==> src/rtl/point_ingress.sv <==
// Byte-stream front end for the weighted-centroid tracker: assembles {X,Y,W} triplets,
// drops zero weights, buffers points and issues them with a fixed idle gap between issues.
module point_ingress #(
  parameter int DEPTH = 4,
  parameter int GAP   = 2
) (
  input  logic       CLK,
  input  logic       RESET,
  input  logic [7:0] DIN,
  input  logic       DIN_VALID,
  output logic       DIN_READY,
  output logic [7:0] X,
  output logic [7:0] Y,
  output logic [3:0] W,
  output logic       DROP,
  output logic [2:0] POINTS,
  output logic       FULL6
);

  localparam int PW = $clog2(DEPTH);
  localparam int CW = $clog2(DEPTH + 1);
  localparam int GW = $clog2(GAP + 1);

  typedef enum logic [1:0] {S_X, S_Y, S_W} state_t;

  state_t          state_q, state_d;
  logic [7:0]      xl_q, xl_d;
  logic [7:0]      yl_q, yl_d;
  logic [PW-1:0]   wptr_q, wptr_d;
  logic [PW-1:0]   rptr_q, rptr_d;
  logic [CW-1:0]   count_q, count_d;
  logic [GW-1:0]   gcnt_q, gcnt_d;
  logic [7:0]      x_q, x_d;
  logic [7:0]      y_q, y_d;
  logic [3:0]      w_q, w_d;
  logic            drop_q, drop_d;
  logic [2:0]      points_q, points_d;
  logic [19:0]     mem_q [DEPTH];

  logic din_ready;
  logic accept;
  logic push;
  logic pop;

  always_comb begin
    // NOTE: every signal assigned here gets a default first, so no path can infer a latch.
    state_d  = state_q;
    xl_d     = xl_q;
    yl_d     = yl_q;
    wptr_d   = wptr_q;
    rptr_d   = rptr_q;
    count_d  = count_q;
    gcnt_d   = gcnt_q;
    x_d      = x_q;
    y_d      = y_q;
    w_d      = 4'd0;
    drop_d   = 1'b0;
    points_d = points_q;
    push     = 1'b0;

    // Ready looks only at the registered count, so a same-cycle pop never frees a slot.
    din_ready = (state_q != S_W) || (count_q != CW'(DEPTH));
    accept    = DIN_VALID && din_ready;

    if (accept) begin
      case (state_q)
        S_X: begin
          xl_d    = DIN;
          state_d = S_Y;
        end
        S_Y: begin
          yl_d    = DIN;
          state_d = S_W;
        end
        S_W: begin
          state_d = S_X;
          if (DIN[3:0] != 4'd0) push   = 1'b1;
          else                  drop_d = 1'b1;
        end
        default: state_d = S_X;
      endcase
    end

    pop = (count_q != '0) && (gcnt_q == '0);

    if (push) wptr_d = wptr_q + PW'(1);

    if (pop) begin
      rptr_d        = rptr_q + PW'(1);
      {x_d, y_d, w_d} = mem_q[rptr_q];
      gcnt_d        = GW'(GAP);
      points_d      = (points_q == 3'd6) ? points_q : points_q + 3'd1;
    end else if (gcnt_q != '0) begin
      gcnt_d = gcnt_q - GW'(1);
    end

    case ({push, pop})
      2'b10:   count_d = count_q + CW'(1);
      2'b01:   count_d = count_q - CW'(1);
      default: count_d = count_q;
    endcase
  end

  // NOTE: sequential state is updated with non-blocking assignments only.
  always_ff @(posedge CLK) begin
    if (!RESET) begin
      state_q  <= S_X;
      xl_q     <= 8'd0;
      yl_q     <= 8'd0;
      wptr_q   <= '0;
      rptr_q   <= '0;
      count_q  <= '0;
      gcnt_q   <= '0;
      x_q      <= 8'd0;
      y_q      <= 8'd0;
      w_q      <= 4'd0;
      drop_q   <= 1'b0;
      points_q <= 3'd0;
    end else begin
      state_q  <= state_d;
      xl_q     <= xl_d;
      yl_q     <= yl_d;
      wptr_q   <= wptr_d;
      rptr_q   <= rptr_d;
      count_q  <= count_d;
      gcnt_q   <= gcnt_d;
      x_q      <= x_d;
      y_q      <= y_d;
      w_q      <= w_d;
      drop_q   <= drop_d;
      points_q <= points_d;
    end
  end

  // NOTE: storage is not reset; clearing the pointers and count already empties the FIFO.
  always_ff @(posedge CLK) begin
    if (push) mem_q[wptr_q] <= {xl_q, yl_q, DIN[3:0]};
  end

  assign DIN_READY = din_ready;
  assign X         = x_q;
  assign Y         = y_q;
  assign W         = w_q;
  assign DROP      = drop_q;
  assign POINTS    = points_q;
  assign FULL6     = (points_q == 3'd6);

endmodule

==> config.mk <==
export PLATFORM = sky130hd
export DESIGN_NAME = point_ingress
export DESIGN_NICKNAME = d
export VERILOG_FILES = /design/src/rtl/point_ingress.sv
export SDC_FILE = /design/constraint.sdc
export NUM_CORES = 1
export LEC_CHECK = 0
export CAP_MARGIN = 20
export CORE_MARGIN = 2
export CORE_UTILIZATION = 38
export CTS_CLUSTER_SIZE = 20
export DETAILED_ROUTE_END_ITERATION = 7
export PLACE_DENSITY_LB_ADDON = 0.1
export SKIP_LAST_GASP = 1
export SYNTH_ARGS = -nofsm -noshare
export SYNTH_HDL_FRONTEND = slang
export SYNTH_SLANG_ARGS = --single-unit
==> constraint.sdc <==
create_clock -name CLK -period 2.6 [get_ports CLK]
set_input_delay 0.52 -clock CLK [delete_from_list [all_inputs] [get_ports CLK]]
set_output_delay 0.52 -clock CLK [all_outputs]
set_load 0.02 [all_outputs]
Yosys cells after proc, flatten, opt, wreduce, memory -nomap -nowiden
Memories as Yosys holds them, arrays and structs flattened. A register that Yosys moved wholly into a read port is not among the register bits. Cells that the tools add are included.

Register bits: 51. Memory bits (writable): 80. Input port bits: 11. Output and inout bits: 26. Word-level logic and storage cells: 57. Memories kept: 1.

Memory list: mem_q (words 4, bits a word 20, read ports 1, clocked after memory_dff 1, wr ports 1, RTL line 38) `logic [19:0] mem_q [DEPTH];`.

Add/subtract/negate cells: 6. Equal/unequal tests: 7. Multiplexer cells: 12. Bitwise operators: 2. Reduce and logical (&&, ||, !) cells: 16.

Operators by type and width (number): two-way mux 2 bit (4); AND reduction 2 bit (4); adder 3 x 1 -> 3 bit (second input constant) (2); two-way mux 1 bit (6); one-hot mux 3 bit (2 select lines) (1); nonzero test 2 bit (3); adder 2 x 1 -> 2 bit (second input constant) (2); equality test 2 x 1 -> 1 bit (second input constant) (2); equality test 2 bit (second input constant) (2); zero test 2 bit (2); one-hot mux 2 bit (2 select lines) (1); nonzero test 4 bit (1); equality test 3 bit (second input constant) (1); != test 3 bit (second input constant) (1); AND reduction 3 bit (1); nonzero test 3 bit (1); subtractor 3 x 1 -> 3 bit (second input constant) (1); logical AND 1 bit (2); != test 2 bit (second input constant) (1); inverter 1 bit (2); OR reduction 2 bit (1); subtractor 2 x 1 -> 2 bit (second input constant) (1); logical OR 1 bit (1).

Depth between registers and ports, before layout
Gate-level depths: netlist of run 1.

Depth in word-level cells: 6. Mapped depth: 10. Depth with buffers taken out: 9.

Least setup slack after synthesis of run 1
No wires, ideal clock.

Path type: input-to-reg. From: in DIN[0]. To: reg count_q[2]. Library setup time: 70 ps. Data arrival time: 2245 ps. Required time: 2530 ps. Path slack: 286 ps. Stages: 9. Buffers on the path: 0. Path through: nor4_1 > nor3_1 > inv_1 > ha_1 > inv_1 > fa_1 > xor2_1 > or3_1 > a21oi_1.

Cells in the longest elaborated chain, start to end: 6. Elaborated cells on any way between the ends: 8. Classes of those cells: eq/ne (2); mux (4); reduce/logical (2).

Ends and longest elaborated chain: start, declared (RTL line 9) `input logic [7:0] DIN,`; nonzero test 4 bit * (RTL line 77) `if (DIN[3:0] != 4'd0) push = 1'b1;`; two-way mux 1 bit * (RTL line 77); two-way mux 1 bit * (RTL line 66) `case (state_q)`; two-way mux 1 bit * (RTL line 65) `if (accept) begin`; equality test 2 x 1 -> 1 bit or equality test 2 bit (tied branches) (RTL line 97) `case ({push, pop})`; one-hot mux 3 bit (2 select lines) or nonzero test 2 bit (tied branches); end signal, assigned (RTL line 125) `count_q <= count_d;`; end, declared (RTL line 31) `logic [CW-1:0] count_q, count_d;`.

Every way passes the cells marked *; elsewhere a longest branch is shown, timed or not. A chain may end at the register's enable or synchronous reset.

Final worst setup path of run 1
From: reg count_q[2]. To: out DIN_READY.

Cells in the longest elaborated chain, start to end: 2.

Ends and longest elaborated chain: != test 3 bit (RTL line 62) `din_ready = (state_q != S_W) || (count_q != CW'(DEPTH));`; logical OR 1 bit (RTL line 62); end, declared (RTL line 11) `output logic DIN_READY,`.

Every way passes these cells.

==> results of run 1 <==
critical path: stages, from the launching register on:
cell and delay, ns:
dfxtp_1 0.38, nor3b_1 0.30, buf_4 0.18, nand3b_1 0.08, clkdlybuf4s50_1 0.54
Yosys cell counts, drive strengths merged:
cell type	count
a311oi	3
a211oi	1
mux4	20
nor2b	1
dfxtp	53
nor3	3
a21oi	9
o41ai	1
nand4b	1
nand3b	3
nand2b	1
fa	1
or3	2
mux2i	18
nand2	8
a21o	1
a22o	16
buf	12
nor4	2
ha	7
nand4	1
nand3	1
inv	11
clkbuf	2
a31oi	1
nor2	21
nor3b	3
and2	9
o21ai	3
edfxtp	80
xor2	2
worst min path at each step:
stage               startpoint   endpoint  slack [ns]  cells after the start
floorplan            rptr_q[1]  flip-flop        0.45                      2
global route              X[4]       X[4]        0.49                      1
detailed placement        Y[6]       Y[6]        0.47                      1
finish                    Y[0]       Y[0]        0.48                      1
global placement          Y[0]       Y[0]        0.46                      1
CTS                       Y[6]       Y[6]        0.48                      1
registers in the layout (all words and copies together), names as in the netlist, named ones only:
| name | flops |
|---|---|
| rptr_q | 2 |
| mem_q | 80 |
| state_q | 2 |
| W | 4 |
| xl_q | 8 |
| yl_q | 8 |
| POINTS | 3 |
| DROP | 1 |
| wptr_q | 2 |
| count_q | 3 |
| gcnt_q | 2 |
| X | 8 |
| Y | 8 |
power breakdown:
part	total [mW]	leakage, nW	switching (mW)	internal [mW]
combinational	1.54	0.758	0.797	0.744
sequential	2.60	1.18	0.139	2.46
clock	2.55	0.308	0.865	1.69
per-stage QoR:
stage               TNS (ns)  total power, mW  hold WS [ns]  instance area [um^2]
global placement      -0.264             4.18         0.463                  5630
floorplan                  0             3.62         0.447                  4910
finish                     0             6.69         0.478                  6280
global route               0             7.02         0.491                  6280
detailed placement    -0.376             4.21         0.466                  5630
CTS                        0             6.80         0.482                  6270
cell families after synthesis:
| logic type | Yosys count | synth area share (%) |
|---|---|---|
| simple gates | 56 | 5.76 |
| compound gates | 35 | 5.86 |
| flops | 133 | 70.6 |
| mux | 38 | 12.8 |
| buf+inv | 25 | 2.42 |
| fa+ha+maj | 8 | 2.19 |
| xor+xnor | 2 | 0.357 |
final cells by class:
| type | instances | area [um^2] |
|---|---|---|
| Fill cell | 1118 | 6330 |
| Multi-Input combinational cell | 139 | 1350 |
| Clock buffer | 17 | 425 |
| Inverter | 11 | 41.3 |
| Timing Repair Buffer | 58 | 576 |
| Sequential cell | 133 | 3460 |
| Tap cell | 172 | 215 |
| Clock inverter | 15 | 211 |
what timing repair did:
action	CTS	global route
setup endpoints to repair	0	1
hold endpoints to repair	0	0
resized for setup	0	2
setup buffers	0	0
routing by layer:
| layer | part of all wire [%] | vias up | track usage [%] | wire, um |
|---|---|---|---|---|
| met1 | 44 | 1308 | 18.5 | 4150 |
| met4 | 1.5 | 0 | 7.00 | 144 |
| li1 | - | 1259 | - | - |
| met5 | 0 | - | 0 | 0 |
| met2 | 50 | 57 | 23.6 | 4760 |
| met3 | 4.0 | 11 | 5.43 | 381 |
==> metrics.csv, run 1 <==
metric,value,unit
status,"complete, no violations",
setup_viol,0,
critPathKind,reg2out,
drv_slew,0,
synth_area_leader_cell,edfxtp_1,
grt_start_max_net_pins,28,
gp_congestion,0.754,
drive_above_1_share,25.5,%
wire_per_inst,17.3,um
reg2reg_from,count_q[2],
ys_seq_area_share,70.6,%
grt_pass1_wl,15.0,mm
grt_use_total,15.0,%
reg2regPathDepth,9,
yosysWarnings,0,
rrSetupSlack,0.47,ns
cap_violations,0,
wl,9.44,mm
die_h,118,um
grt_pass1_vias,2674,
dpl_worst_slack,-0.314,ns
hold_violations,0,
root_buffer,clkbuf_16,
via_per_inst,4.83,
peakVddDrop,0.000538,V
cp_max_fo,5,
ys_ff_latch,133,
dpl.cell_count,513,
mostFrequentLayoutCells,"edfxtp_1 (80), dfxtp_1 (53), clkdlybuf4s50_1 (36)",
cts.sinks,133,
worst_slack,0.167,ns
powerDensity,1060,mW/mm^2
drc_errors,0,
critPathArrivalTime,1.91,ns
rsz0062_at_grt,no,
final_common_cell,edfxtp_1,
overflow,0,
die_x,118,um
p_leak,2.24,nW
fin_util,49.8,%
r2r-end,count_q[2],
antenna_found_initial,0,
critPathLaunch,count_q[2],
synthCells,297,
max-slew-margin-rel,60.1,%
tightest_slew,0.598,ns
ys_types,36,
drt_iter0_markers,182,
clkTransAtPathRegs,0.06,ns
clock_latency,0.43,ns
ant_nets,0,
cts_buffer_depth,2,
cts_buffers,17,
fin_skew,0.0236,ns
core,0.0126,mm^2
synthTopCellsByArea,"edfxtp_1 (49%), dfxtp_1 (22%), mux4_2 (9.2%)",
top_level_ports,37,
critPathCaptureType,primary output,
fin_nets,379,
initial_core_util,38.9,%
ctsHtreeMaxLevel,4,
dp_hpwl,5.46,mm
vias,2635,
dr.pass1.iters,5,
critPathLaunchType,flip-flop,
synth_top_area_share,48.9,%
syn-cell-area,0.00491,mm^2
timing.final.crit_share,93.6,%
num_antenna_cells,0,
rows,41,
worstSetupEndpoint,DIN_READY,
finalCriticalPeriod,2.43,ns
cts_hold_buf,0,
synth.avg_cell_area,16.5,um^2
hold_path_class,reg2reg,
final_cells,545,
area_delta_synth_final,28.0,%
io_buffers,36,
synth_nets,316,
die_area,0.0138,mm^2
required,2.08,ns
cts_tree,built,
fmax,0.411,GHz
Power figures use the tool's default switching activity.
==> run 2, diff against run 1 <==
--- a/config.mk
+++ b/config.mk
@@ -6,12 +6,13 @@
 export NUM_CORES = 1
 export LEC_CHECK = 0
 export CAP_MARGIN = 20
-export CORE_MARGIN = 2
+export CORE_MARGIN = 4
 export CORE_UTILIZATION = 38
-export CTS_CLUSTER_SIZE = 20
+export CTS_CLUSTER_SIZE = 25
 export DETAILED_ROUTE_END_ITERATION = 7
 export PLACE_DENSITY_LB_ADDON = 0.1
 export SKIP_LAST_GASP = 1
 export SYNTH_ARGS = -nofsm -noshare
 export SYNTH_HDL_FRONTEND = slang
 export SYNTH_SLANG_ARGS = --single-unit
+export TNS_END_PERCENT = 20
==> run 2 against run 1 <==
Maximum frequency increased by 3.0%. Sequential power barely moved. Critical path depth increased by 7. Core utilization shrank 0.46 points. Worst setup slack improved by 0.071 ns. Critical path type is now in2reg.
==> metrics.csv, run 2 (synthesis results as in run 1) <==
metric,value,unit,change
status,"complete, no violations",,
reg2reg_from,count_q[2],,
clkTransAtPathRegs,0.05,ns,about the same
top_level_ports,37,,unchanged
grt_pass1_vias,2803,,+4.8%
rrSetupSlack,0.51,ns,+0.04 ns
overflow,0,,unchanged
whs_endpoint,X[5],,
rows,41,,unchanged
initial_core_util,38.9,%,unchanged
max-slew-margin-rel,68.0,%,+8.0 points
dp_hpwl,5.55,mm,+1.6%
final_area,0.00623,mm^2,-0.92%
grt_use_total,14.1,%,-0.88 points
critPathArrivalTime,2.70,ns,+0.79 ns
setup_viol,0,,unchanged
core,0.0126,mm^2,unchanged
vias,2633,,-0.076%
antenna_found_initial,0,,unchanged
area_delta_synth_final,26.9,%,
fin_skew,0.00839,ns,-0.0152 ns
p_leak,2.24,nW,about the same
r2r-end,count_q[2],,
post_cts_buffers,0,,unchanged
finalCriticalPeriod,2.36,ns,-0.0707 ns
largest_reg_flops,80,,unchanged
cp_max_fo,2,,-3
cts_tree,built,,
fin_nets,382,,+0.79%
drc_errors,0,,unchanged
cts_resized,0,,unchanged
cap_violations,0,,unchanged
clock_latency,0.41,ns,-0.02 ns
min_path_cells,1,,unchanged
critPathKind,in2reg,,
timing.final.crit_share,90.8,%,-2.7 points
cts.sinks,133,,unchanged
dpl_cell_area,0.00567,mm^2,+0.62%
wire_per_inst,16.9,um,-2.2%
finalSetupTns,0,ns,unchanged
dr.pass1.iters,4,,-1
hold_violations,0,,unchanged
hold_path_startpoint,X[5],,
grt_start_max_net_pins,26,,-7.1%
powerDensity,1020,mW/mm^2,-4.1%
n_fill_cell,1096,,-2.0%
tightest_slew,0.477,ns,-0.121 ns
required,2.94,ns,+0.86 ns
mostFrequentLayoutCells,"edfxtp_1 (80), dfxtp_1 (53), clkdlybuf4s50_1 (34)",,
reg2regPathDepth,9,,unchanged
drt_iter0_markers,167,,-8.2%
drv_slew,0,,unchanged
ctsHtreeMaxLevel,4,,unchanged
ant_nets,0,,unchanged
die_area,0.0148,mm^2,+6.9%
via_per_inst,4.80,,-0.62%
io_buffers,36,,unchanged
num_antenna_cells,0,,unchanged
grt_pass1_wl,15.0,mm,about the same
peakVddDrop,0.000524,V,-2.6%
cts_hold_buf,0,,unchanged
root_buffer,clkbuf_16,,
die_h,122,um,+3.4%
critPathCaptureType,flip-flop,,
max_flop_register,mem_q,,
die_x,122,um,+3.4%
final_common_cell,edfxtp_1,,
wl,9.28,mm,-1.7%
critPathLaunchType,primary input,,
drive_above_1_share,24.5,%,-1.0 points
hold_path_class,reg2reg,,
cts_buffer_depth,2,,unchanged
fmax,0.423,GHz,+3.0%
cts_buffers,17,,unchanged
gp_congestion,0.680,,-9.9%
rsz0062_at_grt,no,,
==> run 2: layout make-up <==
class                      count  area (um^2)  share of cell area, %
inverter                      11         41.3                  0.663
sequential                   133         3460                   55.6
tap                          172          215                   3.46
clock buffer                  28          528                   8.48
timing repair buffer          61          616                   9.89
multi-input combinational    139         1340                   21.6
clock inverter                 4         20.0                  0.321
==> run 2: through the flow <==
stage	instances	hold slack, ns	utilization, %	setup WS, ns	power [mW]
3_3_place_gp	516	0.462	44.9	-0.239	4.25
5_1_grt	548	0.498	49.3	0.0215	6.71
2_1_floorplan	297	0.447	-	0.286	3.62
6_report	548	0.479	49.3	0.238	6.36
4_1_cts	548	0.482	49.3	0.125	6.46
3_5_place_dp	516	0.467	44.9	-0.287	4.26
==> run 2: layer usage <==
layer / up-vias / routed length, um / GRT usage [%]
met1: 1310 / 3930 / 16.0
met5: - / 0 / 0
met3: 13 / 331 / 5.06
met4: 0 / 140 / 6.09
li1: 1262 / - / -
met2: 48 / 4880 / 24.1
==> run 2: worst max-delay path by stage <==
stage	start	endpoint	slack, ns	depth (start not counted)
finish	DIN[2]	count_q[2]	0.24	11
global route	DIN[2]	count_q[2]	0.02	11
CTS	DIN[0]	count_q[2]	0.12	11
detailed placement	DIN[0]	count_q[2]	-0.29	11
global placement	DIN[0]	count_q[2]	-0.24	11
floorplan	DIN[0]	count_q[2]	0.29	9
==> run 2: where the power goes <==
| group | switching (mW) | internal [mW] | leakage, nW | total, mW |
|---|---|---|---|---|
| sequential | 0.138 | 2.46 | 1.18 | 2.60 |
| combinational | 0.796 | 0.790 | 0.793 | 1.59 |
| clock | 0.801 | 1.37 | 0.273 | 2.17 |
==> run 2: worst max-delay path, cell delays in order <==
cell and delay, ns:
clkdlybuf4s50_1 0.45, nor4_2 0.24, buf_4 0.16, nor3_1 0.06, inv_1 0.07, ha_1 0.16, inv_1 0.05, fa_1 0.38
xor2_1 0.16, or3_1 0.31, a21oi_1 0.15
==> RTL change 1 (flow settings as in run 1) <==
`xl_q`, `yl_q`, `x_q`, `y_q` and `w_q` no longer have a reset.
--- a/src/rtl/point_ingress.sv
+++ b/src/rtl/point_ingress.sv
@@ -107,4 +107,2 @@
       state_q  <= S_X;
-      xl_q     <= 8'd0;
-      yl_q     <= 8'd0;
       wptr_q   <= '0;
@@ -113,5 +111,2 @@
       gcnt_q   <= '0;
-      x_q      <= 8'd0;
-      y_q      <= 8'd0;
-      w_q      <= 4'd0;
       drop_q   <= 1'b0;
@@ -120,4 +115,2 @@
       state_q  <= state_d;
-      xl_q     <= xl_d;
-      yl_q     <= yl_d;
       wptr_q   <= wptr_d;
@@ -126,5 +119,2 @@
       gcnt_q   <= gcnt_d;
-      x_q      <= x_d;
-      y_q      <= y_d;
-      w_q      <= w_d;
       drop_q   <= drop_d;
@@ -132,2 +122,10 @@
     end
+  end
+
+  always_ff @(posedge CLK) begin
+    xl_q <= xl_d;
+    yl_q <= yl_d;
+    x_q  <= x_d;
+    y_q  <= y_d;
+    w_q  <= w_d;
   end
Function: differs if RESET is asserted again (counterexample within 10 cycles, from zero or initial values and one cycle with RESET low); with RESET held inactive, the same outputs for 10 cycles.
==> RTL change 1 against run 1 <==
Routed wire length decreased by 11%. Sequential cell count is the same. Die area down 2.4%. Combinational power decreased by 7%. Via count shrank 12%. Power down 6.5%. Sequential share of layout area increased by 7.1 points. Synthesized area shrank 2.4%. Design area fell by 3.2%. Cell count is 9.0% lower. Synthesized cell count down 19%. Setup slack improved by 0.037 ns. Critical path depth grew 6. Highest routed layer unchanged.
==> RTL change 1: results <==
<?xml version="1.0" encoding="UTF-8"?>
<metrics>
  <group name="synthesis">
    <metric name="ys_seq_area_share" unit="%">79.0</metric>
    <metric name="ys_top_cells_by_count" unit="">edfxtp_1, dfxtp_1, mux4_2, inv_1, nand2_1</metric>
    <metric name="mappedNetlistArea" unit="sq um">4790</metric>
    <metric name="post_synth_main_area_contributors" unit="">edfxtp_1, mux4_2, dfxtp_1, ha_1, a21oi_1</metric>
    <metric name="synthesis.nets" unit="">260</metric>
  </group>
  <group name="sta">
    <metric name="fin_worst_skew" unit="ns">0.00477</metric>
  </group>
  <group name="place">
    <metric name="dpl_cell_area" unit="sq um">5550</metric>
    <metric name="dp_hpwl" unit="um">4860</metric>
    <metric name="routabilityCongestion" unit="">0.684</metric>
    <metric name="dpl_worst_slack" unit="ns">-0.324</metric>
  </group>
  <group name="power_and_ir_drop">
    <metric name="worst_ir_drop_vdd" unit="V">0.000444</metric>
    <metric name="intPower" unit="W">0.00456</metric>
  </group>
  <group name="setup_path">
    <metric name="register_to_register_path_setup_slack" unit="ns">0.25</metric>
    <metric name="worst_ep_arrival_time" unit="ns">2.73</metric>
    <metric name="cpLargestDelayFamily" unit="">simple AND/OR/NAND/NOR gates</metric>
  </group>
  <group name="cells_and_area">
    <metric name="multi_input_comb_area" unit="sq um">937</metric>
    <metric name="layout-drive-gt1-share" unit="%">22.5</metric>
    <metric name="fill_cells" unit="">1034</metric>
    <metric name="syn_to_final_growth" unit="%">27.0</metric>
    <metric name="final_net_count" unit="">330</metric>
    <metric name="layout.clock.cell_area_share" unit="%">8.62</metric>
  </group>
  <group name="route">
    <metric name="firstDrtPassIters" unit="">4</metric>
    <metric name="detail_route.wl_per_cell" unit="um">16.9</metric>
  </group>
  <group name="global_route">
    <metric name="grt_max_degree" unit="">21</metric>
  </group>
  <group name="status">
    <metric name="outcome" unit="">finished, final reports clean</metric>
  </group>
</metrics>
## RTL change 1: logic make-up after synthesis
logic type	after synthesis	synth area share [%]
mux	24	10.2
buf+inv	18	1.54
xor+xnor	2	0.366
compound gates	13	1.62
simple gates	43	4.96
flops	133	79.0
fa+ha+maj	8	2.25
## RTL change 1: routing by layer
metal / wire, um / track usage, % / up-vias / share of wire, %
met3: 259 / 4.93 / 13 / 3.1
met4: 155 / 6.19 / 0 / 1.8
met5: 0 / 0 / - / 0
met1: 3620 / 16.3 / 1188 / 43
li1: - / - / 1078 / -
met2: 4350 / 23.3 / 43 / 52
## RTL change 1: final timing paths
kind	startpoint	end
setup reg to reg	gcnt_q[1]$_SDFFE_PN0P_	count_q[2]$_SDFFE_PN0P_
hold reg to reg	gcnt_q[0]$_SDFFE_PP0P_	gcnt_q[0]$_SDFFE_PP0P_
hold / removal	gcnt_q[0]$_SDFFE_PP0P_	gcnt_q[0]$_SDFFE_PP0P_
setup / recovery	DIN[1]	count_q[2]$_SDFFE_PN0P_
==> RTL change 2 (config.mk and constraints of run 1) <==
Without the edit above. Set the parameter `GAP` to 4 (it was 2).
--- a/src/rtl/point_ingress.sv
+++ b/src/rtl/point_ingress.sv
@@ -4,3 +4,3 @@
   parameter int DEPTH = 4,
-  parameter int GAP   = 2
+  parameter int GAP   = 4
 ) (
Function: changed (a bounded check fails within 10 cycles, from zero or initial values and one cycle with RESET low).
==> RTL change 2 against run 1 <==
Critical path depth increased by 7. Cell count increased by 2.6%. Setup slack got worse by 0.019 ns. Largest cell class unchanged. Critical path type is now input port to flop. Design area increased by 1.2%. First-iteration DRC count increased by 53%. Sequential cell count increased by 1. Routed wire length increased by 0.86%. Synthesized area increased by 1.6%.
Power is not compared: it rests on default switching activity, and its combinational part moved more than twofold at a synthesized area within 25%.
==> RTL change 2: results <==
<?xml version="1.0" encoding="UTF-8"?>
<metrics>
  <group name="hold_path">
    <metric name="holdPathEnd" unit="">X[6]$_SDFFE_PN0P_</metric>
    <metric name="holdCritStartpoint" unit="">X[6]$_SDFFE_PN0P_</metric>
  </group>
  <group name="synthesis">
    <metric name="post_synth_main_area_contributors" unit="">edfxtp_1, dfxtp_1, mux4_2, mux2i_1, a22o_2</metric>
    <metric name="ys_top_cells_by_count" unit="">edfxtp_1, dfxtp_1, nor2_1, mux2i_1, mux4_2</metric>
    <metric name="synthesis.nets" unit="">328</metric>
  </group>
  <group name="sta">
    <metric name="fin_crit" unit="ns">2.45</metric>
    <metric name="fin_worst_skew" unit="ns">0.00800</metric>
    <metric name="worst_slew_pin_slew" unit="ns">0.603</metric>
  </group>
  <group name="place">
    <metric name="dp_hpwl" unit="um">5690</metric>
    <metric name="dpl_cell_area" unit="sq um">5740</metric>
    <metric name="routabilityCongestion" unit="">0.719</metric>
  </group>
  <group name="setup_path">
    <metric name="critPathCaptureType" unit="">flop</metric>
    <metric name="register_to_register_path_setup_slack" unit="ns">0.41</metric>
    <metric name="rr_worst_depth" unit="">11</metric>
    <metric name="worst_ep_arrival_time" unit="ns">2.80</metric>
    <metric name="worstPathMaxFanout" unit="">2</metric>
    <metric name="timing.critical_path.from" unit="">DIN[0]</metric>
  </group>
  <group name="route">
    <metric name="detail_route.wl_per_cell" unit="um">17.0</metric>
    <metric name="drt_iter0_markers" unit="">279</metric>
    <metric name="met3_wl_post_dr" unit="um">370</metric>
    <metric name="met2WireLength" unit="um">4710</metric>
  </group>
  <group name="global_route">
    <metric name="grt_pass1_wl" unit="um">15200</metric>
    <metric name="number_of_global_route_vias_before_repair" unit="">2757</metric>
  </group>
  <group name="cells_and_area">
    <metric name="fill_cells" unit="">1161</metric>
  </group>
  <group name="status">
    <metric name="outcome" unit="">finished, final reports clean</metric>
  </group>
</metrics>
-- RTL change 2: cell types whose count changed after synthesis, sizes merged, moves of 2 or more --
cell / delta
buf: -6
clkbuf: +4
ha: +2
inv: +2
mux2i: +3
nand2: +2
nand2b: +2
nor2: +2
nor3: +2
-- RTL change 2: critical path, stage by stage --
cell and delay (ns):
clkdlybuf4s50_1 0.44, nor4_2 0.34, buf_4 0.17, nor3_1 0.05, inv_1 0.07, ha_1 0.16
inv_1 0.06, fa_1 0.37, xor2_1 0.16, or3_1 0.30, a21oi_1 0.14
-- RTL change 2: cell type report --
class                      count  area (sq um)  area share (%)
clock buffer                  20           457            7.18
clock inverter                12           154            2.42
inverter                      13          48.8           0.767
multi-input combinational    148          1410            22.2
sequential                   134          3480            54.8
tap                          172           215            3.38
timing repair buffer          60           591            9.29
-- RTL change 2: cell families after synthesis --
kind of cell | synth area share, %
simple gates | 6.10
mux | 13.3
buf+inv | 2.16
compound gates | 5.42
flops | 69.9
fa+ha+maj | 2.66
xor+xnor | 0.527
-- RTL change 2: timing repair --
| action | in CTS | in global routing |
|---|---|---|
| hold endpoints to repair | 0 | 0 |
| gates resized for setup | 0 | 1 |
| endpoints found under the setup margin | 0 | 1 |
| buffers inserted | 0 | 0 |
-- RTL change 2: through the flow --
| step | cells | TNS (ns) | hold slack [ns] |
|---|---|---|---|
| after floorplan | 307 | 0 | 0.449 |
| after global placement | 527 | -0.442 | 0.460 |
| after detailed placement | 527 | -0.512 | 0.469 |
| after CTS | 559 | 0 | 0.482 |
| after global routing | 559 | 0 | 0.502 |
| final | 559 | 0 | 0.479 |
-- RTL change 2: metal layers --
metal	GRT usage, %	up-vias
met5	0	-
met4	5.58	0
met3	6.42	7
met2	23.1	41
met1	18.4	1367
li1	-	1302
